### src/rtl/ppu_video_timing.sv
// ============================================================================
// ppu_video_timing : pixel enable, H/V dot counters, raster decodes, VBlank/INT
// Rev 1.0
// ============================================================================
`default_nettype none

module ppu_video_timing #(
  parameter int PCLK_DIV  = 4,
  parameter int H_TOTAL   = 341,
  parameter int V_TOTAL   = 262,
  parameter int H_VIS     = 256,
  parameter int V_VIS     = 240,
  parameter int VBL_LINE  = 241,
  parameter int PRE_LINE  = 261,
  parameter int HSYNC_BEG = 277,
  parameter int HSYNC_END = 302,
  parameter int BURST_BEG = 302,
  parameter int BURST_END = 320,
  parameter int VSYNC_BEG = 244,
  parameter int VSYNC_END = 247,
  parameter int ODD_SKIP  = 1
) (
  input  logic       CLK,
  input  logic       n_RES,
  input  logic       BLACK,
  input  logic       VBL_EN,
  input  logic       R2_RD,
  output logic       PCLK_EN,
  output logic [8:0] H,
  output logic [8:0] V,
  output logic       ODD,
  output logic       VBL_FLAG,
  output logic       n_INT,
  output logic       n_PICTURE,
  output logic       BLNK,
  output logic       SYNC,
  output logic       BURST,
  output logic       RESCL,
  output logic       FRAME_START
);

  localparam logic [3:0] P_LAST   = 4'(PCLK_DIV - 1);
  localparam logic [8:0] H_LAST   = 9'(H_TOTAL - 1);
  localparam logic [8:0] H_SKIP   = 9'(H_TOTAL - 2);
  localparam logic [8:0] V_LAST   = 9'(V_TOTAL - 1);
  localparam logic [8:0] H_VIS_C  = 9'(H_VIS);
  localparam logic [8:0] V_VIS_C  = 9'(V_VIS);
  localparam logic [8:0] VBL_C    = 9'(VBL_LINE);
  localparam logic [8:0] PRE_C    = 9'(PRE_LINE);
  localparam logic [8:0] HS_BEG_C = 9'(HSYNC_BEG);
  localparam logic [8:0] HS_END_C = 9'(HSYNC_END);
  localparam logic [8:0] BU_BEG_C = 9'(BURST_BEG);
  localparam logic [8:0] BU_END_C = 9'(BURST_END);
  localparam logic [8:0] VS_BEG_C = 9'(VSYNC_BEG);
  localparam logic [8:0] VS_END_C = 9'(VSYNC_END);
  localparam logic       SKIP_EN  = (ODD_SKIP != 0);

  logic [3:0] p;
  logic       skip;
  logic       vbl_set;
  logic       vbl_clr;
  logic       h_sync_win;
  logic       v_sync_win;
  logic       burst_win;

  // Prescaler: PCLK_EN is a pure decode of the count, so it is low in reset.
  always_ff @(posedge CLK or negedge n_RES) begin
    if (!n_RES) begin
      p <= 4'd0;
    end else if (PCLK_EN) begin
      p <= 4'd0;
    end else begin
      p <= p + 4'd1;
    end
  end

  assign PCLK_EN = (p == P_LAST);

  // Odd frames with rendering on jump from the pre-render line straight to (0,0).
  assign skip = SKIP_EN && ODD && !BLACK && (V == PRE_C) && (H == H_SKIP);

  always_ff @(posedge CLK or negedge n_RES) begin
    if (!n_RES) begin
      H   <= 9'd0;
      V   <= 9'd0;
      ODD <= 1'b0;
    end else if (PCLK_EN) begin
      if (skip) begin
        H   <= 9'd0;
        V   <= 9'd0;
        ODD <= 1'b0;
      end else if (H == H_LAST) begin
        H <= 9'd0;
        if (V == V_LAST) begin
          V   <= 9'd0;
          ODD <= ~ODD;
        end else begin
          V <= V + 9'd1;
        end
      end else begin
        H <= H + 9'd1;
      end
    end
  end

  assign vbl_set = PCLK_EN && (V == VBL_C) && (H == 9'd1);
  assign vbl_clr = PCLK_EN && (V == PRE_C) && (H == 9'd1);

  // A $2002 read landing on the set edge wins, so the flag never shows that frame.
  always_ff @(posedge CLK or negedge n_RES) begin
    if (!n_RES) begin
      VBL_FLAG <= 1'b0;
      n_INT    <= 1'b1;
    end else begin
      if (R2_RD || vbl_clr) begin
        VBL_FLAG <= 1'b0;
      end else if (vbl_set) begin
        VBL_FLAG <= 1'b1;
      end
      n_INT <= !(VBL_FLAG && VBL_EN);
    end
  end

  assign h_sync_win = (H >= HS_BEG_C) && (H < HS_END_C);
  assign v_sync_win = (V >= VS_BEG_C) && (V < VS_END_C);
  assign burst_win  = (H >= BU_BEG_C) && (H < BU_END_C);

  assign n_PICTURE   = !((V < V_VIS_C) && (H < H_VIS_C));
  assign BLNK        = BLACK || ((V >= V_VIS_C) && (V != PRE_C));
  assign SYNC        = h_sync_win || v_sync_win;
  assign BURST       = burst_win && !v_sync_win;
  assign RESCL       = vbl_clr;
  assign FRAME_START = PCLK_EN && (V == 9'd0) && (H == 9'd0);

endmodule

`default_nettype wire

### config.mk
export PLATFORM = sky130hd
export DESIGN_NAME = ppu_video_timing
export DESIGN_NICKNAME = d
export VERILOG_FILES = /design/src/rtl/ppu_video_timing.sv
export SDC_FILE = /design/constraint.sdc
export NUM_CORES = 1
export LEC_CHECK = 0
export CAP_MARGIN = 20
export CORE_MARGIN = 1.5
export CORE_UTILIZATION = 55
export CTS_CLUSTER_DIAMETER = 30
export DETAILED_ROUTE_END_ITERATION = 6
export MAX_ROUTING_LAYER = met4
export PLACE_DENSITY = 0.81
export SKIP_LAST_GASP = 1
export SYNTH_ARGS = -nofsm -noshare
export SYNTH_HDL_FRONTEND = slang
export SYNTH_SLANG_ARGS = --single-unit
export TNS_END_PERCENT = 1
### constraint.sdc
create_clock -name CLK -period 4.1 [get_ports CLK]
set_input_delay 0.82 -clock CLK [delete_from_list [all_inputs] [get_ports CLK]]
set_output_delay 0.82 -clock CLK [all_outputs]
set_load 0.02 [all_outputs]
==> results of run 1 <==
==> registers in the layout (all words and copies together) (netlist names) <==
register,cells
H,9
V,9
p,4
ODD,1
VBL_FLAG,1
n_INT,1
==> Yosys cell counts, types with 2 or more instances <==
| library cell | n |
|---|---|
| dfrtp_1 | 24 |
| nand2_1 | 17 |
| nor2_1 | 13 |
| ha_1 | 8 |
| inv_1 | 8 |
| xor2_1 | 8 |
| o21ai_0 | 7 |
| clkbuf_1 | 6 |
| nand3_1 | 6 |
| nand4_1 | 6 |
| and4b_1 | 4 |
| nor4_1 | 4 |
| a2111oi_4 | 3 |
| and3_1 | 3 |
| nor3_1 | 3 |
| or2_2 | 3 |
| a211oi_1 | 2 |
| a22o_1 | 2 |
| a31oi_1 | 2 |
| buf_2 | 2 |
| mux2i_1 | 2 |
| xnor2_1 | 2 |
==> cell families (layout without fill, tap and decap cells) <==
kind of cell               Yosys count  count (layout)  synth area share (%)
adders and majority gates            8               8                 6.299
and+or+nand+nor                     69              69                 25.04
AOI/OAI and AO/OA                   29              29                 17.09
DFF                                 25              25                 39.45
buffers and inverters               17              45                 4.646
muxes                                3               3                 1.969
xor gates and xnor gates            10              10                 5.512
==> power groups by stage <==
stage	logic [mW]	registers (mW)	clock network, mW
floorplan	0.000139	0.251	0
global placement	0.00870	0.251	0
detailed placement	0.00891	0.251	0
CTS	0.00896	0.247	0.113
global route	0.0113	0.247	0.122
finish	0.0101	0.247	0.110
==> worst max-delay path, cell delays in order (launching register included) <==
cell and delay, ns:
dfrtp_1 0.40, ha_1 0.18, or3b_1 0.44, inv_1 0.32
and3_1 0.25, clkdlybuf4s50_1 0.61
==> metal layers <==
layer	routed length [um]	share of wire [%]
met2	1595	47
met5	0	0
met3	170	5.0
met4	38	1.1
met1	1571	47
==> worst max-delay path by stage <==
stage / start / endpoint / slack (ns) / depth (start not counted)
after floorplan: p[0] / RESCL / 1.45 / 6
after global placement: p[0] / RESCL / 1.20 / 5
after detailed placement: p[0] / RESCL / 1.14 / 5
after CTS: p[0] / RESCL / 0.77 / 5
after global routing: p[0] / RESCL / 0.60 / 5
final: p[0] / RESCL / 0.77 / 5
==> layout make-up <==
type	count	area, um^2	area share [%]
sequential	25	626.9	32.22
clock buffer	4	26.28	1.350
tap	31	38.79	1.994
inverter	8	30.03	1.543
timing repair buffer	33	335.3	17.23
multi-input combinational	119	888.4	45.66
==> out/summary.txt, run 1 <==
Tmin final - 3.327 ns
layout cell share with drive strength beyond 1 - 8.995%
post-synthesis area per instance - 9.870 um^2
Area Growth Syn to Fin - 22.44%
FP Rows - 19
GRT met1 Usage - 31.70%
placed cell count - 215
Max-slew headroom - 45.11%
Synth top area share - 37.80%
Slew Limit Fails - 0
nets - 203
PostCTS Resize Cnt - 0
Die Span X - 56.75 um
Clock Skew - 0.001785 ns
worst path required time - 3.28 ns
Iter 0 DRT Violations - 33
slew at the pin with the worst max-slew slack - 0.8191 ns
initial antenna violation count - 0
GRT overflow - 0
# Max-Cap Violations - 0
Vias/cell - 6.118
post-layout util - 70.55%
aggregate global-route resource usage - 22.85%
Reg clk slew, reported paths - 0.13 ns
Final Cell Area - 1946 um^2
CTS Buffer Depth - 2
number of diodes - 0
post-synthesis cell count - 161
Worst R2R Start - H[0]
grt met2 use - 33.72%
fillcell total - 225
commonest non-fill, non-tap cell in the layout - clkdlybuf4s50_1
setup ws final - 0.7725 ns
largest area contributor in the synthesized netlist - dfrtp_1
Setup Fix Bufs, Post-CTS - 0
worst min-delay path class - register to register
sequential element share of the synthesized area - 39.45%
Max Fclk - 300.5 MHz
Final Hold Fails - 0
post-DP HPWL - 2492 um
combinational share of power - 2.8%
peak supply drop - 0.0001595 V
core footprint - 2758 um^2
LEAKAGE - 0.7703 nW
Top FF cell, synth - dfrtp_1
die height - 56.75 um
CP Class - register to output pin
drt pass-1 iters - 4
sw frac - 21.03%
Async SR Flop Fraction - 100.0%
Layout Cells excl Fill - 220
Netlist Area Pre-Place - 1589 um^2
DP Worst Slack - 1.137 ns
Routed Wire Length - 3374 um
Power Density - 188.4 nW/um^2
Switching Power - 0.07708 mW
clk_lat worst skew - 0.31 ns
Cell Int Power - 0.2894 mW
fin crit share - 81.16%
Post-DRT Antenna Nets - 0
hold path start - VBL_FLAG
run status - finished clean
CTS Hold Bufs - 0
synth unique cells - 48
Clk pwr share - 29.9%
commonest cells after routing, fill and taps aside - clkdlybuf4s50_1, dfrtp_1, nand2_1
full die area - 3221 um^2
I/O pin count - 33
Min-Delay Endpoint - n_INT
port buffer count - 32
r2r endpoint - V[1]
met3 GRT Util - 3.687%
CP arrival - 2.51 ns
Setup-failing EPs final - 0
gr busiest metal - met2
Post-synth EDFFs - 0
R2R depth - 5
drt drc - 0
RSZ-0062 raised after global routing - false
crit end category - output pin
type of element launching the critical path - register
CTS Buf Count - 3
sequential share of power - 67.3%
largest net degree at the start of global routing - 26
wire per inst - 15.34 um
root buf cell - clkbuf_4
Synth area leaders - dfrtp_1, ha_1, a2111oi_4, xor2_1, nand2_1
CTS tree - yes
Post-Syn Nets - 174
first-pass GRT wire length - 5664 um
Hold Worst Slack - 0.4557 ns
crit path max fanout - 13
Design Power - 0.3665 mW
Initial Util - 57.62%
post-place instance area - 1904 um^2
register bit total from synthesis - 25
Hold Path Stages - 1
clk sinks - 25
R2R Setup Slk - 1.75 ns
Setup TNS - 0 ns
Vias - 1346
number of global-route vias before repair - 1220
H-tree depth - 1
Syn. warnings - 0
placer congestion estimate - 0.8886
Power figures use the tool's default switching activity.
==> run 2, diff against run 1 <==
--- a/config.mk
+++ b/config.mk
@@ -7,11 +7,11 @@
 export LEC_CHECK = 0
 export CAP_MARGIN = 20
 export CORE_MARGIN = 1.5
-export CORE_UTILIZATION = 55
+export CORE_UTILIZATION = 51
 export CTS_CLUSTER_DIAMETER = 30
 export DETAILED_ROUTE_END_ITERATION = 6
 export MAX_ROUTING_LAYER = met4
-export PLACE_DENSITY = 0.81
+export PLACE_DENSITY = 0.76
 export SKIP_LAST_GASP = 1
 export SYNTH_ARGS = -nofsm -noshare
 export SYNTH_HDL_FRONTEND = slang
==> constraint.sdc (replaced) <==
create_clock -name CLK -period 3.4 [get_ports CLK]
set_input_delay 0.68 -clock CLK [delete_from_list [all_inputs] [get_ports CLK]]
set_output_delay 0.68 -clock CLK [all_outputs]
set_load 0.02 [all_outputs]
==> out/summary.txt, run 2 (synthesis gave the netlist of run 1 again) <==
run status - finished clean
largest net degree at the start of global routing - 26
Setup-failing EPs final - 0
fin crit share - 93.85%
first-pass GRT wire length - 5671 um
Design Power - 0.4437 mW
GRT overflow - 0
Min-Delay Endpoint - n_INT
CTS tree - yes
Clock Skew - 0.001276 ns
number of global-route vias before repair - 1224
peak supply drop - 0.0002113 V
CTS Buffer Depth - 2
nets - 203
biggest registers after layout - H (9), V (9), p (4)
Setup Fix Bufs, Post-CTS - 0
Area Growth Syn to Fin - 22.20%
Power Density - 228.5 nW/um^2
RSZ-0062 raised after global routing - false
Initial Util - 52.92%
R2R depth - 5
H-tree depth - 1
crit end category - output pin
Vias/cell - 5.851
Setup TNS - 0 ns
initial antenna violation count - 0
r2r endpoint - V[1]
Post-DRT Antenna Nets - 0
Max-slew headroom - 45.09%
PostCTS Resize Cnt - 0
Tmin final - 3.191 ns
worst min-delay path class - register to register
drt drc - 0
R2R Setup Slk - 1.04 ns
Slew Limit Fails - 0
core footprint - 3003 um^2
Vias - 1299
die height - 58.82 um
FP Rows - 20
port buffer count - 32
commonest non-fill, non-tap cell in the layout - clkdlybuf4s50_1
clk sinks - 25
drt pass-1 iters - 4
# Max-Cap Violations - 0
crit path max fanout - 13
commonest cells after routing, fill and taps aside - clkdlybuf4s50_1, dfrtp_1, nand2_1
clk_lat worst skew - 0.32 ns
wire per inst - 15.07 um
LEAKAGE - 0.7704 nW
post-place instance area - 1914 um^2
CTS Buf Count - 3
placer congestion estimate - 0.8920
Final Hold Fails - 0
layout cell share with drive strength beyond 1 - 9.524%
Worst R2R Start - H[0]
worst path required time - 2.72 ns
Die Span X - 58.82 um
number of diodes - 0
post-DP HPWL - 2481 um
Routed Wire Length - 3345 um
aggregate global-route resource usage - 21.77%
Final Cell Area - 1942 um^2
Max Fclk - 313.4 MHz
CP arrival - 2.51 ns
hold path start - VBL_FLAG
I/O pin count - 33
Hold Path Stages - 1
full die area - 3460 um^2
type of element launching the critical path - register
slew at the pin with the worst max-slew slack - 0.8194 ns
Reg clk slew, reported paths - 0.14 ns
CTS Hold Bufs - 0
root buf cell - clkbuf_4
Iter 0 DRT Violations - 47
CP Class - register to output pin
## run 2: critical path: stages, from the launching register on
cell and delay (ns):
dfrtp_1 0.39, ha_1 0.19, or3b_1 0.44, inv_1 0.32, and3_1 0.24, clkdlybuf4s50_1 0.60
## run 2: per-layer routing
layer  vias up  share of wire (%)  track usage [%]
li1        644                  -                -
met2        43                 48            33.81
met3         4                5.1            2.637
met4         0                1.2            7.468
met5         -                  0                -
met1       608                 46            29.51
## run 2: layout make-up
cell class | count | area, um^2
Clock buffer | 3 | 22.52
Timing Repair Buffer | 33 | 327.8
Sequential cell | 25 | 626.9
Inverter | 8 | 30.03
Tap cell | 33 | 41.29
Fill cell | 247 | 1061
Clock inverter | 1 | 5.005
Multi-Input combinational cell | 119 | 888.4
## run 2: worst max-delay path by stage
stage                     depth (start not counted)  slack (ns)    end  start
after global routing                              5        0.04  RESCL   p[0]
after global placement                            5        0.64  RESCL   p[0]
final                                             5        0.21  RESCL   p[0]
after floorplan                                   6        0.89  RESCL   p[0]
after CTS                                         5        0.19  RESCL   p[0]
after detailed placement                          5        0.57  RESCL   p[0]
## run 2: report_power, final
group                  switching, mW  internal [mW]
sequential     0.0000000000000000236          0.297
clock                         0.0909         0.0441
combinational                0.00638        0.00491
total                         0.0973          0.346
## run 2: per-stage QoR
step / worst slack (ns) / utilization, % / hold WS (ns) / cells
5_1_grt: 0.04382 / 64.67 / 0.4839 / 222
6_report: 0.2091 / 64.67 / 0.4368 / 222
3_3_place_gp: 0.6397 / 63.75 / 0.4251 / 218
4_1_cts: 0.1943 / 64.67 / 0.4482 / 222
3_5_place_dp: 0.5690 / 63.75 / 0.4256 / 218
2_1_floorplan: 0.8922 / - / 0.3844 / 161
==> run 3, diff against run 2 <==
--- a/config.mk
+++ b/config.mk
@@ -12,6 +12,7 @@
 export DETAILED_ROUTE_END_ITERATION = 6
 export MAX_ROUTING_LAYER = met4
 export PLACE_DENSITY = 0.76
+export SKIP_CTS_REPAIR_TIMING = 1
 export SKIP_LAST_GASP = 1
 export SYNTH_ARGS = -nofsm -noshare
 export SYNTH_HDL_FRONTEND = slang
==> results of run 3 <==
The final DEF is identical to that of run 2; final timing and power are the same.
